--- src/rtl/seq_shift_multiplier_if.sv ---
// seq_shift_multiplier_if
// Operand/result handshake bundle for seq_shift_multiplier.
// The master side issues operands and consumes products; the slave side is
// the multiplier itself.
interface seq_shift_multiplier_if #(
    parameter int WIDTH = 8
);
    logic                 in_valid;
    logic                 in_ready;
    logic [WIDTH-1:0]     a;
    logic [WIDTH-1:0]     b;
    logic                 sgn;
    logic                 out_valid;
    logic                 out_ready;
    logic [2*WIDTH-1:0]   out;

    modport master (
        output in_valid, a, b, sgn, out_ready,
        input  in_ready, out_valid, out
    );

    modport slave (
        input  in_valid, a, b, sgn, out_ready,
        output in_ready, out_valid, out
    );
endinterface

--- src/rtl/seq_shift_multiplier.sv ---
// seq_shift_multiplier
// Multi-cycle shift-and-add multiplier retiring BITS_PER_CYCLE multiplier
// bits per clock, with per-operation signed/unsigned mode and valid/ready
// handshakes on both sides. Signed operands are reduced to magnitudes on
// acceptance and the sign is re-applied when the product is loaded.
// Optional feature macro: MULT_EARLY_EXIT_EN -- finish as soon as the
// remaining multiplier bits are all zero instead of always running
// WIDTH/BITS_PER_CYCLE steps.
module seq_shift_multiplier #(
    parameter int WIDTH          = 8,
    parameter int BITS_PER_CYCLE = 1
) (
    input  logic                  clk,
    input  logic                  rst,
    seq_shift_multiplier_if.slave io_bus
);
    localparam int STEPS = WIDTH / BITS_PER_CYCLE;
    localparam int CNT_W = (STEPS > 1) ? $clog2(STEPS) : 1;
    localparam int PW    = 2 * WIDTH;

    typedef enum logic [1:0] {
        S_IDLE,
        S_CALC,
        S_DONE
    } state_t;

    state_t             r_state;
    state_t             w_state_next;

    logic [PW-1:0]      r_acc;
    logic [PW-1:0]      r_out;
    logic [PW-1:0]      r_mcand;     // |a|, pre-shifted to the current step's weight
    logic [WIDTH-1:0]   r_mag_b;     // |b|, remaining unconsumed bits
    logic [CNT_W-1:0]   r_step;
    logic               r_neg;

    logic               w_accept;
    logic [WIDTH-1:0]   w_mag_a;
    logic [WIDTH-1:0]   w_mag_b;
    logic               w_neg;
    logic [PW-1:0]      w_pp;
    logic [PW-1:0]      w_acc_sum;
    logic [WIDTH-1:0]   w_mag_b_shift;
    logic               w_last_step;
    logic               w_finish;

    assign w_accept = (r_state == S_IDLE) && io_bus.in_valid;

    // Magnitudes fit in WIDTH bits unsigned, including |-2^(WIDTH-1)|.
    assign w_mag_a = (io_bus.sgn && io_bus.a[WIDTH-1]) ? -io_bus.a : io_bus.a;
    assign w_mag_b = (io_bus.sgn && io_bus.b[WIDTH-1]) ? -io_bus.b : io_bus.b;
    assign w_neg   = io_bus.sgn && (io_bus.a[WIDTH-1] ^ io_bus.b[WIDTH-1]);

    // Partial product of |a| and the low BITS_PER_CYCLE bits of |b|.
    // NOTE: w_pp gets its default before the loop so no path leaves it unassigned (no latch).
    always_comb begin
        w_pp = '0;
        for (int i = 0; i < BITS_PER_CYCLE; i++) begin
            if (r_mag_b[i]) begin
                w_pp = w_pp + (r_mcand << i);
            end
        end
    end

    assign w_acc_sum     = r_acc + w_pp;
    assign w_mag_b_shift = r_mag_b >> BITS_PER_CYCLE;
    assign w_last_step   = (r_step == CNT_W'(STEPS - 1));

`ifdef MULT_EARLY_EXIT_EN
    assign w_finish = w_last_step || (w_mag_b_shift == '0);
`else
    assign w_finish = w_last_step;
`endif

    // State register; reset has priority over every handshake.
    // NOTE: sequential state uses non-blocking assignments so all flops update from pre-edge values.
    always_ff @(posedge clk) begin
        if (rst) begin
            r_state <= S_IDLE;
        end else begin
            r_state <= w_state_next;
        end
    end

    // Next-state decode.
    always_comb begin
        w_state_next = r_state;
        unique case (r_state)
            S_IDLE: if (io_bus.in_valid)  w_state_next = S_CALC;
            S_CALC: if (w_finish)         w_state_next = S_DONE;
            S_DONE: if (io_bus.out_ready) w_state_next = S_IDLE;
            default:                      w_state_next = S_IDLE;
        endcase
    end

    // Accumulator and result register: cleared by reset, result loaded on the last step.
    always_ff @(posedge clk) begin
        if (rst) begin
            r_acc <= '0;
            r_out <= '0;
        end else if (w_accept) begin
            r_acc <= '0;
        end else if (r_state == S_CALC) begin
            r_acc <= w_acc_sum;
            if (w_finish) begin
                r_out <= r_neg ? -w_acc_sum : w_acc_sum;
            end
        end
    end

    // Operand and step registers: always written on acceptance before they are used.
    // NOTE: these are deliberately left out of reset; every operation reloads them first.
    always_ff @(posedge clk) begin
        if (w_accept) begin
            r_mcand <= PW'(w_mag_a);
            r_mag_b <= w_mag_b;
            r_neg   <= w_neg;
            r_step  <= '0;
        end else if (r_state == S_CALC) begin
            r_mcand <= r_mcand << BITS_PER_CYCLE;
            r_mag_b <= w_mag_b_shift;
            r_step  <= r_step + CNT_W'(1);
        end
    end

    assign io_bus.in_ready  = (r_state == S_IDLE);
    assign io_bus.out_valid = (r_state == S_DONE);
    assign io_bus.out       = r_out;

endmodule

--- src/flat_wrapper.sv ---
// flat-port wrapper written by rule: the top's interface ports become plain ports
module seq_shift_multiplier_flat 
#(
    parameter int WIDTH          = 8,
    parameter int BITS_PER_CYCLE = 1
)
  (clk, rst, io_bus_in_valid, io_bus_a, io_bus_b, io_bus_sgn, io_bus_out_ready, io_bus_in_ready, io_bus_out_valid, io_bus_out);
  seq_shift_multiplier_if #(.WIDTH(WIDTH)) io_bus_i ();
  input  logic clk;
  input  logic rst;
  input wire logic [$bits(io_bus_i.in_valid)-1:0] io_bus_in_valid;
  input wire logic [$bits(io_bus_i.a)-1:0] io_bus_a;
  input wire logic [$bits(io_bus_i.b)-1:0] io_bus_b;
  input wire logic [$bits(io_bus_i.sgn)-1:0] io_bus_sgn;
  input wire logic [$bits(io_bus_i.out_ready)-1:0] io_bus_out_ready;
  output wire logic [$bits(io_bus_i.in_ready)-1:0] io_bus_in_ready;
  output wire logic [$bits(io_bus_i.out_valid)-1:0] io_bus_out_valid;
  output wire logic [$bits(io_bus_i.out)-1:0] io_bus_out;
  assign io_bus_i.in_valid = io_bus_in_valid;
  assign io_bus_i.a = io_bus_a;
  assign io_bus_i.b = io_bus_b;
  assign io_bus_i.sgn = io_bus_sgn;
  assign io_bus_i.out_ready = io_bus_out_ready;
  assign io_bus_in_ready = io_bus_i.in_ready;
  assign io_bus_out_valid = io_bus_i.out_valid;
  assign io_bus_out = io_bus_i.out;
  seq_shift_multiplier #(.WIDTH(WIDTH), .BITS_PER_CYCLE(BITS_PER_CYCLE)) u_core (.clk(clk), .rst(rst), .io_bus(io_bus_i));
endmodule
--- config.mk ---
export PLATFORM = sky130hd
export DESIGN_NAME = seq_shift_multiplier_flat
export DESIGN_NICKNAME = d
export VERILOG_FILES = /design/src/rtl/seq_shift_multiplier_if.sv /design/src/rtl/seq_shift_multiplier.sv /design/src/flat_wrapper.sv
export SDC_FILE = /design/constraint.sdc
export NUM_CORES = 1
export LEC_CHECK = 0
export ABC_AREA = 1
export BUFFER_PORTS_ARGS = -buffer_cell sky130_fd_sc_hd__buf_2
export CORE_MARGIN = 5
export CORE_UTILIZATION = 40
export DETAILED_ROUTE_END_ITERATION = 8
export SLEW_MARGIN = 10
export SYNTH_ARGS = -nofsm -noshare
export SYNTH_HDL_FRONTEND = slang
export SYNTH_SLANG_ARGS = --single-unit
export TNS_END_PERCENT = 5
--- constraint.sdc ---
create_clock -name clk -period 2.65 [get_ports clk]
set_input_delay 0.1325 -clock clk [delete_from_list [all_inputs] [get_ports clk]]
set_output_delay 0.1325 -clock clk [all_outputs]
set_load 0.005 [all_outputs]
==> results of run 1 <==
layer usage:
metal | share of wire [%] | wire [microns] | track usage [%] | vias to the layer above
met4 | 2.0 | 204 | 6.57 | 0
met5 | 0 | 0 | 0 | -
met1 | 49 | 5030 | 23.5 | 1778
met2 | 44 | 4470 | 25.1 | 94
li1 | - | - | - | 2128
met3 | 5.1 | 522 | 3.16 | 17
layout make-up:
type                       count  area share (%)
clock buffer                  13            3.63
clock inverter                 3           0.806
inverter                     108            8.17
multi-input combinational    457            50.1
sequential                    62            28.4
tap                          136            3.43
timing repair buffer          48            5.47
placed cells by master (no fill, tap or decap), types with 3 or more instances in the layout:
cell type    n
a21oi_1     23
a21oi_2      6
a31oi_1      4
buf_2       38
buf_4        8
clkbuf_8    11
dfxtp_1     45
edfxtp_1    17
ha_1        12
ha_2         5
ha_4         3
inv_1      105
inv_2        3
nand2_1    176
nand2_2     19
nand3_1     32
nand3_2      7
nand4_1      8
nor2_1      59
nor2_2       7
nor3_1       4
o211ai_1    12
o21ai_0     38
o21bai_1     5
xnor2_1      6
xor2_1      14
power breakdown:
group | switching (mW) | leakage, nW | internal [mW]
combinational | 0.526 | 1.94 | 0.296
clock | 0.380 | 0.115 | 0.540
sequential | 0.0521 | 0.537 | 1.07
worst paths after layout:
| check | depth (start not counted) | end | from | slack, ns |
|---|---|---|---|---|
| max | 18 | u_core.io_bus.out[15] | u_core.r_mag_b[0] | 0.17 |
| min | 4 | u_core.r_state[1] | io_bus_out_ready | 0.07 |
| max reg2reg | 18 | u_core.io_bus.out[15] | u_core.r_mag_b[0] | 0.17 |
| min reg2reg | 2 | u_core.io_bus.out[0] | u_core.io_bus.out[0] | 0.47 |
tightest hold or removal path, stage by stage:
cell	delay, ns
buf_2	0.08
inv_1	0.03
nand2_1	0.06
a21oi_1	0.06
metrics by stage:
step	instances	setup TNS [ns]	setup WS (ns)	utilization, %
6_report	827	0	0.172	48.1
5_1_grt	827	-0.134	-0.0508	48.1
4_1_cts	826	0	0.0612	46.8
3_5_place_dp	809	-0.0327	-0.0327	44.5
3_3_place_gp	809	0	0.00817	44.5
2_1_floorplan	644	0	0.0274	-
cell families (layout without fill, tap and decap cells):
family                     Yosys count  in the layout
DFF                                 62             62
buffers and inverters              125            172
adders and majority gates           21             21
AOI/OAI and AO/OA                   96             96
xor gates and xnor gates            20             20
and+or+nand+nor                    320            320
state kept, by name, summed over array words and instances (netlist names):
| register | flops |
|---|---|
| u_core.io_bus.out | 16 |
| u_core.r_acc | 16 |
| u_core.r_mcand | 16 |
| u_core.r_mag_b | 8 |
| u_core.r_step | 3 |
| u_core.r_state | 2 |
| u_core.r_neg | 1 |
what timing repair did:
item                       4_1_cts  5_1_grt
gates resized for setup          1       36
buffers inserted                 0        1
hold buffers                     1        0
setup endpoints to repair        1        7
pin swaps                        0        8
hold endpoints to repair         1        0
cell usage after synthesis (all sizes together):
cell type	instances	share of area, %
xor2	14	2.9
nand4	8	1.2
nand2	197	18
o211ai	12	2.1
nand3	39	5.0
o221ai	1	0.21
o21ai	40	4.7
dfxtp	45	21
a21oi	29	3.6
o21bai	5	0.89
fa	1	0.47
xnor2	6	1.2
o31ai	2	0.35
inv	108	9.6
nand3b	2	0.35
nor2	68	6.3
buf	1	0.089
o21a	2	0.35
edfxtp	17	12
nor3	4	0.47
clkbuf	16	1.4
a31oi	4	0.59
ha	20	5.9
a22oi	1	0.18
and2	2	0.30
==> summary.md, run 1 <==
| Metric | Value |
|---|---|
| Initial antenna violation count | 0 |
| Multiplexer area fraction after synthesis | 0% |
| Compound-Gate Fraction of Synth Area | 13.0% |
| Via count | 4017 |
| Max cap viols | 0 |
| Sequential area share after synthesis | 33.3% |
| Filler cells | 1042 |
| Status | finished clean |
| Crit-path leading delay family | simple AND/OR/NAND/NOR gates |
| Yosys reg bits | 62 |
| RSZ-0062 raised after global routing | true |
| Final Cell Area | 4960 sq um |
| Arrival @ worst endpoint | 2.73 ns |
| Area grow syn2layout | 17.2% |
| Slowest-stage cell, CP | fa_2 |
| Post-Synthesis Cells | 644 |
| Post-DP HPWL | 7890 microns |
| Inserted Diodes | 0 |
| Synth Net Count | 686 |
| Slew @ Worst Pin | 0.671 ns |
| Max VDD drop | 0.229 mV |
| Slew Limit Fails | 0 |
| Placed inst area | 4600 sq um |
| Antenna Violating Nets Remaining | 0 |
| Crit path launch type | flip-flop |
| Simple logic cell fraction of the synthesized area | 32.0% |
| Initial Util | 41.0% |
| Max incr delay on CP | 0.48 ns |
| Post-Synth XOR/XNOR Area | 4.13% |
| Hold Crit Class | in -> reg |
| Layout cells sized above 1 | 17.1% |
| Final Cycle Share | 93.5% |
| Mean Syn Cell Area | 6.58 sq um |
| Die Ht | 113 microns |
| GRT overflow | 0 |
| PortBufs | 38 |
| DRC Markers | 0 |
| Endpoints failing setup | 0 |
| Clock-pin slew on the worst setup and hold paths | 0.07 ns |
| Hold WS | 0.0704 ns |
| GPL Wtd Cong | 0.899 |
| Number of clock sinks | 62 |
| Pleak | 2.59 nW |
| Adder-Cell Fraction of Synth Area | 6.38% |
| Final net count | 728 |
| Crit path buffers/inverters | 3 |
| Tot GR Track Use | 16.7% |
| Number of global-route vias before repair | 3806 |
| Clock Skew | 0.0138 ns |
| Largest net degree at the start of global routing | 41 |
| Critical path cell sequence | nand2_1, inv_1, ha_2, fa_2, inv_2, nand2_1, a21oi_2, nand3_1, nor2_2, nand3_2, nand2_2, nand2_2, nor2_4, nand2_1, nand2_1, nand3_1, nand2_1, inv_1 |
| CP most frequent cell | nand2_1 |
| Initial drt markers | 244 |
| First-pass GRT wire length | 17500 microns |
| Total Wirelength | 10200 microns |
| Num CTS Buffers | 9 |
| I/O pin count | 39 |
| Synthesized cell area | 4240 sq um |
| Crit-path max FO | 4 |
| Clk_lat worst skew | 0.35 ns |
| Longest Clk Path Bufs | 2 |
| CP endpoint kind | flip-flop |
| Tot Pwr | 2.86 mW |
| Synth unique cells | 34 |
| Core Box Area | 10300 sq um |
| Worst setup path class | reg -> reg |
| Crit path required time | 2.91 ns |
| First-pass DRT Iterations | 5 |
| Reg area | 1410 sq um |
| Max frequency | 404 MHz |
| Largest family of logic cells by synthesized area | simple AND/OR/NAND/NOR gates |
| Power Dens Cells | 577 nW/um^2 |
| # H-tree levels | 3 |
| Clock Tree Root | clkbuf_8 |
| Relative slew slack | 55.2% |
| CTS tree | built |
| Die area | 12700 sq um |
| Die X | 113 microns |
| Fin. Hold Viols | 0 |
| Synth warn | 0 |
| Footprint of the multi-input gates | 2490 sq um |
| Fin crit period | 2.48 ns |
| # rows | 37 |
| Routed length per instance | 12.4 microns |
| DR vias/cell | 4.86 |
No activity file was read; power rests on OpenSTA's default activity.
==> run 2, diff against run 1 <==
--- a/config.mk
+++ b/config.mk
@@ -7,7 +7,7 @@
 export LEC_CHECK = 0
 export ABC_AREA = 1
 export BUFFER_PORTS_ARGS = -buffer_cell sky130_fd_sc_hd__buf_2
-export CORE_MARGIN = 5
+export CORE_MARGIN = 4
 export CORE_UTILIZATION = 40
 export DETAILED_ROUTE_END_ITERATION = 8
 export SLEW_MARGIN = 10
==> run 2 against run 1 <==
Effect of this change:
- power is 2.9% lower
- final cell count rose by 0.36%
- combinational power hardly changed
- design area is 0.18% lower
- count of clock-buffer cells in the layout fell by 4
- via count decreased by 1.6%
- largest cell class unchanged
- largest power group unchanged
==> summary.md, run 2 (synthesis results as in run 1) <==
| Metric | Value |
|---|---|
| Total Wirelength | 9820 microns (-3.9%) |
| Crit-path max FO | 3 (-1) |
| Slew @ Worst Pin | 0.654 ns (-0.0166 ns) |
| Final net count | 731 (+0.41%) |
| First-pass GRT wire length | 16700 microns (-4.5%) |
| Pleak | 2.58 nW (-0.30%) |
| Clock Skew | 0.00884 ns (-0.00497 ns) |
| GRT overflow | 0 (unchanged) |
| Reg2reg setup slack | 0.19 ns (+0.02 ns) |
| Fin. Hold Viols | 0 (unchanged) |
| Arrival @ worst endpoint | 2.70 ns (-0.03 ns) |
| Power Dens Cells | 561 nW/um^2 (-2.7%) |
| Largest net degree at the start of global routing | 41 (unchanged) |
| CTS tree | built |
| Via count | 3953 (-1.6%) |
| Worst setup path class | reg -> reg |
| Max cap viols | 0 (unchanged) |
| Crit path required time | 2.89 ns (-0.02 ns) |
| Slowest-stage cell, CP | fa_2 |
| Max incr delay on CP | 0.47 ns (about the same) |
| Most used cells in the layout excluding fill and tap cells | nand2_1, inv_1, nor2_1 |
| Crit-path leading delay family | simple AND/OR/NAND/NOR gates |
| Number of clock sinks | 62 (unchanged) |
| R2R Path End | u_core.io_bus.out[14] |
| Met3 Track Usage GR | 4.09% (+0.94 points) |
| HP Start | io_bus_out_ready |
| First-pass DRT Iterations | 5 (unchanged) |
| Worst setup path endpoint | u_core.io_bus.out[14] |
| Max frequency | 407 MHz (+0.83%) |
| # rows | 37 (unchanged) |
| FF-to-FF Start | u_core.r_mag_b[0] |
| Die area | 12300 sq um (-3.5%) |
| Critical path cell sequence | nand2_1, inv_2, ha_4, fa_2, inv_2, ha_1, inv_2, a21oi_2, nand3_1, nor2_1, nand2_1, nor2_2, nand3_2, nand2_2, nand3_2, nand2_1, a21oi_1 |
| Commonest non-fill, non-tap cell in the layout | nand2_1 |
| Core Util, Final | 48.0% (-0.085 points) |
| Max VDD drop | 0.352 mV (+54%) |
| Relative slew slack | 56.3% (+1.1 points) |
| Met2 Track Usage GR | 24.3% (-0.85 points) |
| Routed length per instance | 11.8 microns (-4.3%) |
| DR vias/cell | 4.76 (-1.9%) |
| Initial drt markers | 221 (-9.4%) |
| Crit path buffers/inverters | 3 (unchanged) |
| CP endpoint kind | flip-flop |
| PortBufs | 38 (unchanged) |
| Initial Util | 41.0% (unchanged) |
| Die Ht | 111 microns (-1.8%) |
| Antenna Violating Nets Remaining | 0 (unchanged) |
| GPL Wtd Cong | 0.876 (-2.5%) |
| Clk_lat worst skew | 0.35 ns (about the same) |
| Endpoints failing setup | 0 (unchanged) |
| Layout cells sized above 1 | 16.0% (-1.1 points) |
| Hold WS | 0.0597 ns (-0.0107 ns) |
| Hold Crit Class | in -> reg |
| Core Box Area | 10300 sq um (unchanged) |
| DRC Markers | 0 (unchanged) |
| Tot GR Track Use | 16.2% (-0.52 points) |
| Clock Tree Root | clkbuf_8 |
| Final Cycle Share | 92.7% (-0.77 points) |
| I/O pin count | 39 (unchanged) |
| GRT busiest layer | met2 |
| # H-tree levels | 3 (unchanged) |
| Longest Clk Path Bufs | 2 (unchanged) |
| Num CTS Buffers | 9 (unchanged) |
| Number of global-route vias before repair | 3628 (-4.7%) |
| RSZ-0062 raised after global routing | true |
| Initial antenna violation count | 0 (unchanged) |
| Clock-pin slew on the worst setup and hold paths | 0.08 ns (about the same) |
| Status | finished clean |
| Fin crit period | 2.46 ns (-0.0204 ns) |
| Critical path origin | u_core.r_mag_b[0] |
| Inserted Diodes | 0 (unchanged) |
| Area grow syn2layout | 17.0% |
| Critical path depth in cells | 17 (-1) |
| Slew Limit Fails | 0 (unchanged) |
| Die X | 111 microns (-1.8%) |
| Reg2Reg Depth | 17 (-1) |
| Met1 Resource Use GR | 22.9% (-0.62 points) |
| Post-DP HPWL | 7680 microns (-2.6%) |
| Crit path launch type | flip-flop |
==> run 2: cell count changes in the layout (fill, tap and decap cells not counted), sizes merged <==
| cell | delta |
|---|---|
| clkbuf | -4 |
| buf | +3 |
| inv | +1 |
| clkinvlp | +3 |
==> run 2: worst min-delay path by stage <==
stage | endpoint | slack (ns) | cells after the start
floorplan | u_core.io_bus.out[0] | 0.20 | 1
global placement | u_core.r_state[1] | 0.37 | 2
detailed placement | u_core.io_bus.out[0] | 0.37 | 2
CTS | u_core.r_state[1] | 0.05 | 4
global route | u_core.r_state[1] | 0.08 | 4
finish | u_core.r_state[1] | 0.06 | 4
==> run 2: routing by layer <==
layer | vias to the layer above | part of all wire [%]
met5 | - | 0
met4 | 0 | 1.9
met3 | 11 | 3.8
met2 | 61 | 44
met1 | 1747 | 51
li1 | 2134 | -
==> run 2: area by class of cell <==
cell class,instances,area [sq um]
Clock buffer,9,124
Clock inverter,7,73.8
Fill cell,1060,5370
Inverter,108,405
Multi-Input combinational cell,457,2460
Sequential cell,62,1410
Tap cell,136,170
Timing Repair Buffer,51,307
==> run 2: worst register-to-register path, cell delays in order (launching register included) <==
cell and delay [ns]:
edfxtp_1 0.40, nand2_1 0.10, inv_2 0.05, ha_4 0.16, fa_2 0.47, inv_2 0.07, ha_1 0.15, inv_2 0.05
a21oi_2 0.12, nand3_1 0.10, nor2_1 0.11, nand2_1 0.08, nor2_2 0.13, nand3_2 0.09, nand2_2 0.08, nand3_2 0.06
nand2_1 0.06, a21oi_1 0.06
==> run 2: per-stage QoR <==
| step | area, sq um | std cells | TNS (ns) | worst slack [ns] | power [mW] |
|---|---|---|---|---|---|
| floorplan | 4250 | 644 | 0 | 0.0274 | 1.71 |
| global placement | 4610 | 809 | 0 | 0.0756 | 1.89 |
| detailed placement | 4610 | 809 | 0 | 0.0405 | 1.90 |
| CTS | 4820 | 826 | 0 | 0.0211 | 2.75 |
| global route | 4960 | 830 | -0.0946 | -0.0447 | 2.97 |
| finish | 4960 | 830 | 0 | 0.192 | 2.78 |
==> run 2: repair_timing <==
action | in CTS | in global routing
endpoints found under the setup margin | 0 | 7
resized for setup | 0 | 27
endpoints found under the hold margin | 2 | 0
hold buffers | 1 | 0
setup buffers | 0 | 4
==> run 2: power by group <==
group	switching, mW	internal (mW)	leakage, nW	total (mW)
Sequential	0.0512	1.07	0.537	1.12
Clock	0.407	0.435	0.0895	0.842
Combinational	0.511	0.308	1.95	0.819
Total	0.969	1.81	2.58	2.78
